`src/rtl/pipe_pkg.sv`:
```
// Shared pipeline-control types: hazard FSM states, forwarding select codes
// and the scoreboard entry that tracks writers in EX, MEM and WB.
package pipe_pkg;

    // Scoreboard destinations are stored at this fixed width. Register
    // addresses of REG_W <= SB_DST_W bits are zero-extended into it.
    localparam int SB_DST_W = 8;

    typedef enum logic [1:0] {
        ST_WARM  = 2'd0,
        ST_RUN   = 2'd1,
        ST_FLUSH = 2'd2
    } state_t;

    localparam logic [1:0] FWD_RF  = 2'b00;
    localparam logic [1:0] FWD_MEM = 2'b10;
    localparam logic [1:0] FWD_WB  = 2'b01;

    typedef struct packed {
        logic                valid;
        logic                regwrite;
        logic                memread;
        logic [SB_DST_W-1:0] dst;
    } sb_entry_t;

    localparam sb_entry_t SB_EMPTY = '0;

    // True when the entry will write register r. Register 0 is never a
    // real write target, so it never matches.
    function automatic logic sb_writes(input sb_entry_t e, input logic [SB_DST_W-1:0] r);
        return e.valid && e.regwrite && (e.dst != '0) && (e.dst == r);
    endfunction

endpackage

```
`src/rtl/fwd_unit.sv`:
```
// Forwarding select for one ALU operand: the youngest in-flight writer of
// the operand's source register wins (MEM before WB), else the register file.
module fwd_unit
    import pipe_pkg::*;
#(
    parameter int REG_W = 5
) (
    input  sb_entry_t        mem_e,
    input  sb_entry_t        wb_e,
    input  logic [REG_W-1:0] src,
    output logic [1:0]       sel
);

    logic [SB_DST_W-1:0] src_ext;
    logic                unused_memread;

    assign src_ext        = SB_DST_W'(src);
    assign unused_memread = mem_e.memread ^ wb_e.memread;

    // Priority select: MEM result is newer than WB, so it is checked first.
    always_comb begin
        sel = FWD_RF;
        if (sb_writes(mem_e, src_ext)) begin
            sel = FWD_MEM;
        end else if (sb_writes(wb_e, src_ext)) begin
            sel = FWD_WB;
        end
    end

endmodule

```
`src/rtl/hazard_ctrl.sv`:
```
// Pipeline hazard controller: load-use stall, taken-branch flush, operand
// forwarding from a three-entry writer scoreboard, and saturating counters.
//
// Handshake-free block: every output is a per-cycle level. Stall means the
// PC and IF/ID hold (we=0) while ID/EX takes a bubble; flush means IF/ID
// loads a NOP and ID/EX takes a bubble while the PC moves on.
module hazard_ctrl
    import pipe_pkg::*;
#(
    parameter int REG_W = 5,
    parameter int CNT_W = 16
) (
    input  logic             inclk,
    input  logic             inrst_n,
    input  logic             id_valid,
    input  logic [REG_W-1:0] id_rs,
    input  logic [REG_W-1:0] id_rt,
    input  logic             id_use_rs,
    input  logic             id_use_rt,
    input  logic [REG_W-1:0] id_dst,
    input  logic             id_regwrite,
    input  logic             id_memread,
    input  logic [REG_W-1:0] ex_rs,
    input  logic [REG_W-1:0] ex_rt,
    input  logic             ex_branch_taken,
    output logic             pc_we,
    output logic             pc_sel,
    output logic             ifid_we,
    output logic             ifid_flush,
    output logic             idex_bubble,
    output logic [1:0]       fwd_a,
    output logic [1:0]       fwd_b,
    output logic [CNT_W-1:0] stall_cnt,
    output logic [CNT_W-1:0] flush_cnt,
    output state_t           dbg_state
);

    localparam logic [CNT_W-1:0] CNT_MAX = '1;

    state_t    state;
    state_t    state_nx;
    logic      warm_cnt;
    sb_entry_t sb_ex;
    sb_entry_t sb_mem;
    sb_entry_t sb_wb;
    logic      hit_rs;
    logic      hit_rt;
    logic      load_use;
    logic      br_take;
    logic      stall_inc;
    logic      flush_inc;
    logic [1:0] fwd_a_raw;
    logic [1:0] fwd_b_raw;

    assign dbg_state = state;

    // Load-use detection against the instruction currently in EX.
    always_comb begin
        hit_rs   = id_use_rs && (SB_DST_W'(id_rs) == sb_ex.dst);
        hit_rt   = id_use_rt && (SB_DST_W'(id_rt) == sb_ex.dst);
        load_use = (state == ST_RUN) && id_valid && sb_ex.valid && sb_ex.memread
                   && (sb_ex.dst != '0) && (hit_rs || hit_rt);
        br_take  = (state == ST_RUN) && ex_branch_taken;
    end

    // Next state and pipeline control; defaults are the held/reset values.
    always_comb begin
        state_nx    = state;
        pc_we       = 1'b0;
        pc_sel      = 1'b0;
        ifid_we     = 1'b0;
        ifid_flush  = 1'b1;
        idex_bubble = 1'b1;
        stall_inc   = 1'b0;
        flush_inc   = 1'b0;
        if (!inrst_n) begin
            state_nx = ST_WARM;
        end else begin
            case (state)
                ST_WARM: begin
                    if (warm_cnt) state_nx = ST_RUN;
                end
                ST_RUN: begin
                    if (br_take) begin
                        // Branch wins over a simultaneous load-use stall.
                        pc_sel    = 1'b1;
                        pc_we     = 1'b1;
                        ifid_we   = 1'b1;
                        flush_inc = 1'b1;
                        state_nx  = ST_FLUSH;
                    end else if (load_use) begin
                        ifid_flush = 1'b0;
                        stall_inc  = 1'b1;
                    end else begin
                        pc_we       = 1'b1;
                        ifid_we     = 1'b1;
                        ifid_flush  = 1'b0;
                        idex_bubble = 1'b0;
                    end
                end
                ST_FLUSH: begin
                    // The wrong-path instruction sitting in ID is dropped.
                    pc_we      = 1'b1;
                    ifid_we    = 1'b1;
                    ifid_flush = 1'b0;
                    state_nx   = ST_RUN;
                end
                default: state_nx = ST_WARM;
            endcase
        end
    end

    // FSM state register with the two-cycle warm-up counter.
    always_ff @(posedge inclk) begin
        if (!inrst_n) begin
            state    <= ST_WARM;
            warm_cnt <= 1'b0;
        end else begin
            state    <= state_nx;
            warm_cnt <= (state == ST_WARM) && !warm_cnt;
        end
    end

    // Scoreboard shift: ID info enters EX unless bubbled, then ages to WB.
    always_ff @(posedge inclk) begin
        if (!inrst_n) begin
            sb_ex  <= SB_EMPTY;
            sb_mem <= SB_EMPTY;
            sb_wb  <= SB_EMPTY;
        end else begin
            if (idex_bubble || !id_valid) begin
                sb_ex <= SB_EMPTY;
            end else begin
                sb_ex.valid    <= 1'b1;
                sb_ex.regwrite <= id_regwrite;
                sb_ex.memread  <= id_memread;
                sb_ex.dst      <= SB_DST_W'(id_dst);
            end
            sb_mem <= sb_ex;
            sb_wb  <= sb_mem;
        end
    end

    // Saturating stall and flush event counters.
    always_ff @(posedge inclk) begin
        if (!inrst_n) begin
            stall_cnt <= '0;
            flush_cnt <= '0;
        end else begin
            if (stall_inc && (stall_cnt != CNT_MAX)) stall_cnt <= stall_cnt + CNT_W'(1);
            if (flush_inc && (flush_cnt != CNT_MAX)) flush_cnt <= flush_cnt + CNT_W'(1);
        end
    end

    fwd_unit #(.REG_W(REG_W)) u_fwd_a (
        .mem_e (sb_mem),
        .wb_e  (sb_wb),
        .src   (ex_rs),
        .sel   (fwd_a_raw)
    );

    fwd_unit #(.REG_W(REG_W)) u_fwd_b (
        .mem_e (sb_mem),
        .wb_e  (sb_wb),
        .src   (ex_rt),
        .sel   (fwd_b_raw)
    );

    // Forwarding is forced to the register file while reset is held.
    assign fwd_a = inrst_n ? fwd_a_raw : FWD_RF;
    assign fwd_b = inrst_n ? fwd_b_raw : FWD_RF;

endmodule

```
`config.mk`:
```
export PLATFORM = sky130hd
export DESIGN_NAME = hazard_ctrl
export DESIGN_NICKNAME = d
export VERILOG_FILES = /design/src/rtl/pipe_pkg.sv /design/src/rtl/fwd_unit.sv /design/src/rtl/hazard_ctrl.sv
export SDC_FILE = /design/constraint.sdc
export NUM_CORES = 1
export LEC_CHECK = 0
export CORE_AREA = 5 5 81 83
export CTS_CLUSTER_SIZE = 25
export DETAILED_ROUTE_END_ITERATION = 10
export DIE_AREA = 0 0 86 88
export GPL_ROUTABILITY_DRIVEN = 0
export GPL_TIMING_DRIVEN = 0
export PLACE_DENSITY_LB_ADDON = 0.2
export SYNTH_ARGS = -nofsm -noshare
export SYNTH_HDL_FRONTEND = slang
export SYNTH_HIERARCHICAL = 1
export SYNTH_SLANG_ARGS = --single-unit
```
`constraint.sdc`:
```
create_clock -name inclk -period 5.7 [get_ports inclk]
set_input_delay 0.855 -clock inclk [delete_from_list [all_inputs] [get_ports inclk]]
set_output_delay 0.855 -clock inclk [all_outputs]
set_load 0.01 [all_outputs]
```
# --- Word level (Yosys, flattened, before mapping) ---
# Cells that the tools add are included.
totals:
  regBits: 66
  output_inout_bits: 43
op_classes:
  n_addsub: 2
  n_eq_ne: 12
  muxes: 26
  bitwise_logic: 1
  n_reduce_logical: 29
op_table:
  columns: ["op", "count"]
  rows:
  - ["$add A16 B1 Y16 const B", 2]
  - ["$eq A8 B5 Y1", 4]
  - ["$ne A16 B16 Y1 const B", 2]
  - ["$reduce_bool A8 Y1", 3]
  - ["$logic_and A1 B1 Y1", 19]
  - ["$eq A5 B8 Y1", 2]
  - ["$mux W1", 16]
  - ["$mux W2", 6]
  - ["$mux W11", 1]
  - ["$pmux W2 S3", 1]
  - ["$ne A2 B2 Y1 const B", 2]
  - ["$pmux W1 S2", 2]
  - ["$eq A2 B1 Y1 const B", 1]
  - ["$eq A2 B2 Y1 const B", 1]
  - ["$logic_not A1 Y1", 2]
  - ["$logic_not A2 Y1", 1]
  - ["$logic_or A1 B1 Y1", 2]
  - ["$reduce_and A2 Y1", 1]
  - ["$reduce_or A2 Y1", 1]
  - ["$not A1 Y1", 1]

# --- Logic depth before layout (Yosys ltp) ---
# Gate-level depths: netlist of the first run.
depth:
  ltp_word: 12
  mapped_depth: 9

# --- Hierarchy ---
# The synthesis of the first run kept the hierarchy.
by_module_without_submodules:
  columns: ["mod", "instances", "cells_per_inst", "area_per_inst_um2", "seq_area_each_um2"]
  rows:
  - ["hazard_ctrl", 1, 281, 2549.9, 1181.1]
  - ["fwd_unit", 2, 22, 170.2, 0.0]

# --- Worst setup path before layout of the first run ---
# Ideal clock, no wire load.
synth_timing:
  kind: "input port to output port"
  startpoint: "input port id_rs[1]"
  endpoint: "output port pc_we"
  t_arrival_ns: 1.925
  setup_slack_ns: 2.920
  path_stages: 7
  path_cell_list: "xnor2_1 -> nand4_1 -> o22ai_4 -> nand2_1 -> nor3_1 -> nor3_1 -> buf_4"
synth_between:
  elab_chain_cells: 8
synth_lines:
  columns: ["element", "line", "source"]
  rows:
  - ["start, declared", "hazard_ctrl.sv:16", "input logic [REG_W-1:0] id_rs,"]
  - ["$eq A5 B8 Y1", "hazard_ctrl.sv:59", "hit_rs = id_use_rs && (SB_DST_W'(id_rs) == sb_ex.dst);"]
  - ["$logic_and A1 B1 Y1", "hazard_ctrl.sv:59", null]
  - ["$logic_or A1 B1 Y1", "hazard_ctrl.sv:62", "&& (sb_ex.dst != '0) && (hit_rs || hit_rt);"]
  - ["$logic_and A1 B1 Y1", "hazard_ctrl.sv:62", null]
  - ["$mux W1 (2 in series)", null, null]
  - ["$pmux W1 S2", null, null]
  - ["$mux W1", null, null]
  - ["end, declared", "hazard_ctrl.sv:26", "output logic pc_we,"]
# No other way between the ends.

# --- Worst setup path after layout of the first run ---
layout_timing:
  startpoint: "input port id_rs[1]"
  endpoint: "output port pc_we"
layout_between:
  elab_chain_cells: 8
layout_lines:
  columns: ["element", "line", "source"]
  rows:
  - ["$eq A5 B8 Y1", "hazard_ctrl.sv:59", null]
  - ["$logic_and A1 B1 Y1", "hazard_ctrl.sv:59", null]
  - ["$logic_or A1 B1 Y1", "hazard_ctrl.sv:62", null]
  - ["$logic_and A1 B1 Y1", "hazard_ctrl.sv:62", null]
  - ["$mux W1", "hazard_ctrl.sv:91", "end else if (load_use) begin"]
  - ["$mux W1", "hazard_ctrl.sv:84", "if (br_take) begin"]
  - ["$pmux W1 S2", "hazard_ctrl.sv:79", "case (state)"]
  - ["$mux W1", "hazard_ctrl.sv:76", "if (!inrst_n) begin"]
# No other way between the ends.

==> run summary, run 1 <==
Worst-skew pair later-pin latency -> 0.33 ns
P&R area growth vs syn -> 38.0%
# port buffers -> 75
Antenna fix cells -> 0
Largest net degree at the start of global routing -> 11
CTS buffer count -> 9
Die extent in x -> 86 um
Ys Warns -> 6
HP Class -> reg -> reg
1st-iter DRT viols -> 146
CTS H-tree lvls -> 3
F_max -> 260 MHz
Max-cap viol count -> 0
Mapped cell area -> 2840 um^2
Clock Skew -> 0.00835 ns
Hold-fix buffers at CTS -> 0
Lkg Pwr -> 1.36 nW
CP Buf/Inv Count -> 3
Via Count -> 2509
Syn avg cell area -> 8.84 um^2
Initial antenna violation count -> 0
Initial Util -> 49.1%
Reg2reg setup slack -> 3.53 ns
Routing usage on met1 -> 20.8%
Setup Fix Bufs, Post-CTS -> 0
Crit path setup slack, layout -> 1.85 ns
CP Max Fanout -> 7
Arr. time, crit path -> 2.99 ns
Io pins -> 76
CP max-delay cell -> clkdlybuf4s50_1
TritonCTS Sinks -> 57
Clk buf depth -> 2
DRT antenna net count -> 0
Slew HR -> 62.6%
Crit path required time -> 4.85 ns
Filler cells -> 494
Share of cells above drive strength 1 -> 6.86%
Tightest Pin Transition -> 0.561 ns
Final count of hold timing violations -> 0
Total negative slack -> 0 ns
Clk pin slew, worst setup/hold paths -> 0.06 ns
Post-Route WL -> 6.65 mm
Nets -> 457
Final max-slew violation count -> 0
Slowest Stage Delay on Critical Path -> 0.47 ns
Final Non-Filler Cells -> 498
Period minus WS final -> 3.85 ns
Mapped Cells -> 321
Vias per cell -> 5.04
Die Footprint -> 7570 um^2
Post-DP HPWL -> 5.06 mm
RSZ-0062 raised after global routing -> no
Drt pass-1 iters -> 4
Met2 Resource Use GR -> 31.5%
Drt drc -> 0
Final setup fails -> 0
Final Power -> 0.925 mW
Status -> finished clean
Cell Rows -> 28
Vias in the first global route -> 2431
Post-route clock period utilization -> 67.5%
Resized cells post-CTS -> 0
Max VDD drop -> 0.139 mV
CP delay by family, top -> buffers and inverters
GRT Total Usage -> 18.3%
Core area -> 5780 um^2
Pwr dens -> 236 nW/um^2
Clk Tree Root Cell -> clkbuf_8
Die Height -> 88 um
Total grt overflow -> 0
Worst Setup End Kind -> output pin
Startpoint types -> input port
Crit-path cells -> clkdlybuf4s50_1, xnor2_1, nand4_1, o22ai_4, nand2_1, nor3_1, nor3_1, buf_4, clkdlybuf4s50_1
Avg WL per Cell -> 13.3 um
First-pass GRT wire length -> 10.9 mm
CTS tree -> yes
Top Usage Layer GRT -> met2
Dpl cells -> 482
Pre-CTS setup slack -> 1.82 ns
Setup CP Type -> in -> out
Global Route met3 Usage -> 4.80%
==> where the power goes <==
group | total [mW] | leakage [nW] | internal [mW] | switching, mW
sequential | 0.422 | 0.460 | 0.411 | 0.0113
clock | 0.358 | 0.102 | 0.204 | 0.154
combinational | 0.145 | 0.794 | 0.0779 | 0.0672
==> layout make-up <==
type	count	area [um^2]	area share (%)
Sequential cell	57	1140	29.1
Multi-Input combinational cell	259	1660	42.4
Inverter	6	22.5	0.575
Buffer	10	56.3	1.44
Timing Repair Buffer	75	751	19.2
Tap cell	75	93.8	2.40
Clock buffer	14	183	4.66
Clock inverter	2	10.0	0.256
==> metal layers <==
layer  vias up  part of all wire (%)
li1       1300                     -
met1      1141                    43
met2        56                    50
met3        12                   4.9
met4         0                   2.2
met5         -                     0
==> metrics by stage <==
stage          instance area (um^2)  util (%)  hold slack (ns)
2_1_floorplan                  2880         -            0.412
3_3_place_gp                   3720      64.4            0.419
3_5_place_dp                   3720      64.4            0.429
4_1_cts                        3920      67.7            0.441
5_1_grt                        3920      67.7            0.463
6_report                       3920      67.7            0.435
==> flip-flops by register name, summed over array words and instances, names as in the netlist <==
name	cells
sb_wb	7
sb_mem	7
sb_ex	8
warm_cnt	1
dbg_state	2
stall_cnt	16
flush_cnt	16
==> worst paths after layout <==
check,from,endpoint,depth (start not counted)
max reg2reg,stall_cnt[0]$_SDFFE_PN0P_,stall_cnt[1]$_SDFFE_PN0P_,8
min,sb_ex[9]$_SDFF_PP0_,sb_mem[9]$_SDFF_PN0_,1
min reg2reg,sb_ex[9]$_SDFF_PP0_,sb_mem[9]$_SDFF_PN0_,1
max,id_rs[1],pc_we,9
==> layout by cell type, fill, tap and decap left out, types with 6 or more instances in the layout <==
| cell | n |
|---|---|
| and2_1 | 28 |
| xnor2_1 | 32 |
| and3_1 | 7 |
| clkdlybuf4s50_1 | 75 |
| nand2_1 | 23 |
| a21oi_1 | 14 |
| nand3_1 | 17 |
| nor3_1 | 8 |
| nand4_1 | 17 |
| or3_1 | 6 |
| or4_1 | 6 |
| conb_1 | 12 |
| xor2_1 | 11 |
| o21ai_0 | 10 |
| nor2_1 | 33 |
| ha_1 | 6 |
| clkbuf_1 | 8 |
| clkbuf_8 | 13 |
| inv_1 | 6 |
| dfxtp_1 | 57 |
Note: power is estimated with default switching activity, not from simulation.
==> inputs of run 2 (changes only) <==
Settings changed: CORE_AREA 5 5 81 83 to 5 5 88 90, DIE_AREA 0 0 86 88 to 0 0 93 95.
Clock period 5.7 ns to 3.3 ns, I/O delays scaled along.
==> run 2 against run 1 <==
  * Hold slack worse by 0.0046 ns
  * Largest power group is now the clock network
  * Setup slack worse by 1.7 ns
  * Sequential share of layout area down 0.33 points
==> run summary, run 2 (same netlist as run 1, synthesis figures left out) <==
Dpl cells -> 489 (was 482)
Top Layer Used -> met4 (unchanged)
Filler cells -> 654 (was 494)
Share of cells above drive strength 1 -> 6.64% (was 6.86%)
Post-route clock period utilization -> 95.7%
Met2 wire len -> 3.43 mm (was 3.31 mm)
HP Class -> reg -> reg (unchanged)
Final max-slew violation count -> 0 (unchanged)
Worst Setup End Kind -> output pin (unchanged)
Final Util -> 56.7% (was 67.7%)
Total negative slack -> 0 ns (unchanged)
Max-cap viol count -> 0 (unchanged)
F_max -> 317 MHz
Met3 WL -> 369 um (was 328 um)
Vias per cell -> 5.05 (was 5.04)
Arr. time, crit path -> 2.66 ns (was 2.99 ns)
CTS buffer count -> 9 (unchanged)
Pre-CTS setup slack -> 0.142 ns (was 1.82 ns)
1st-iter DRT viols -> 69 (was 146)
Clock Skew -> 0.00717 ns (was 0.00835 ns)
Max VDD drop -> 0.207 mV (was 0.139 mV)
Vias in the first global route -> 2514 (was 2431)
Die Footprint -> 8840 um^2 (was 7570 um^2)
CTS H-tree lvls -> 3 (unchanged)
Core area -> 6980 um^2 (was 5780 um^2)
DRT antenna net count -> 0 (unchanged)
Post-DP HPWL -> 5.29 mm (was 5.06 mm)
Die Height -> 95 um (was 88 um)
Io pins -> 76 (unchanged)
Pwr dens -> 435 nW/um^2 (was 236 nW/um^2)
Fin area -> 3960 um^2 (was 3920 um^2)
Largest net degree at the start of global routing -> 11 (unchanged)
CP Max Fanout -> 7 (unchanged)
Final Non-Filler Cells -> 504 (was 498)
Commonest non-fill, non-tap cell in the layout -> clkdlybuf4s50_1 (unchanged)
Top flop regs -> flush_cnt: 16 flops, stall_cnt: 16 flops, sb_ex: 8 flops (unchanged)
Hold-fix buffers at CTS -> 0 (unchanged)
First-pass GRT wire length -> 11.7 mm (was 10.9 mm)
CTS tree -> yes (unchanged)
Final Power -> 1.72 mW (was 0.925 mW)
Worst-skew pair later-pin latency -> 0.33 ns (about the same)
# port buffers -> 75 (unchanged)
Crit path required time -> 2.80 ns (was 4.85 ns)
WL met1 -> 2.92 mm (was 2.87 mm)
Cell Rows -> 31 (was 28)
Via Count -> 2545 (was 2509)
Status -> finished clean (unchanged)
Tightest Pin Transition -> 0.523 ns (was 0.561 ns)
Antenna fix cells -> 0 (unchanged)
Total grt overflow -> 0 (unchanged)
Multi-input logic area -> 1660 um^2 (unchanged)
Drt drc -> 0 (unchanged)
Setup CP Type -> in -> out (unchanged)
Register area -> 1140 um^2 (unchanged)
Avg WL per Cell -> 13.6 um (was 13.3 um)
Hold slack -> 0.430 ns (was 0.435 ns)
Final setup fails -> 0 (unchanged)
Lkg Pwr -> 1.37 nW (was 1.36 nW)
Clk pin slew, worst setup/hold paths -> 0.06 ns (about the same)
Nets -> 457 (unchanged)
Final count of hold timing violations -> 0 (unchanged)
Clk buf depth -> 2 (unchanged)
GRT Total Usage -> 16.7% (was 18.3%)
Resized cells post-CTS -> 0 (unchanged)
Drt pass-1 iters -> 4 (unchanged)
Slew HR -> 65.1% (was 62.6%)
Die extent in x -> 93 um (was 86 um)
TritonCTS Sinks -> 57 (unchanged)
Initial Util -> 40.6% (was 49.1%)
Dpl cell area -> 3730 um^2 (was 3720 um^2)
Startpoint types -> input port (unchanged)
Period minus WS final -> 3.16 ns
RSZ-0062 raised after global routing -> no (unchanged)
Initial antenna violation count -> 0 (unchanged)
Clk Tree Root Cell -> clkbuf_8 (unchanged)
P&R area growth vs syn -> 39.6% (was 38.0%)
Commonest non-fill, non-tap cells in the layout -> 75 x clkdlybuf4s50_1, 57 x dfxtp_1, 33 x nor2_1 (unchanged)
Setup Fix Bufs, Post-CTS -> 0 (unchanged)
Post-Route WL -> 6.83 mm (was 6.65 mm)
Crit path setup slack, layout -> 0.142 ns (was 1.85 ns)
## run 2: changes by cell type in the layout (fill, tap and decap cells not counted), sizes merged
cell	previous run	this run
bufinv	0	2
clkbuf	21	20
clkinv	2	0
## run 2: per-layer routing
metal  global-route usage (%)  up-vias
met5                        0        -
met2                     28.9       58
met3                     4.94       10
li1                         -     1305
met4                     6.35        0
met1                     19.4     1172
## run 2: path summary, 6_finish.rpt
kind / from / to / slack, ns / cells past startpoint
worst max-delay path: id_rs[4] / pc_we / 0.14 / 9
worst min-delay path: sb_ex[9]$_SDFF_PP0_ / sb_mem[9]$_SDFF_PN0_ / 0.43 / 1
worst max register to register: dbg_state[1]$_SDFFE_PN0P_ / stall_cnt[5]$_SDFFE_PN0P_ / 1.07 / 8
worst min register to register: sb_ex[9]$_SDFF_PP0_ / sb_mem[9]$_SDFF_PN0_ / 0.43 / 1
## run 2: power breakdown
| group | switching, mW | internal (mW) |
|---|---|---|
| Sequential | 0.0198 | 0.710 |
| Combinational | 0.117 | 0.134 |
| Clock | 0.261 | 0.483 |
| Total | 0.398 | 1.33 |
## run 2: worst max-delay path, stage by stage
cell and delay [ns]:
clkdlybuf4s50_1 0.47, xnor2_1 0.12, nand4_1 0.16, o22ai_4 0.34, nand2_1 0.18, nor3_1 0.17, nor3_1 0.11, buf_4 0.14
clkdlybuf4s50_1 0.47
## run 2: cell type report
| class | instances | area share (%) |
|---|---|---|
| Buffer | 10 | 1.42 |
| Clock buffer | 13 | 4.26 |
| Clock inverter | 2 | 1.52 |
| Inverter | 6 | 0.569 |
| Multi-Input combinational cell | 259 | 41.9 |
| Sequential cell | 57 | 28.8 |
| Tap cell | 82 | 2.59 |
| Timing Repair Buffer | 75 | 19.0 |
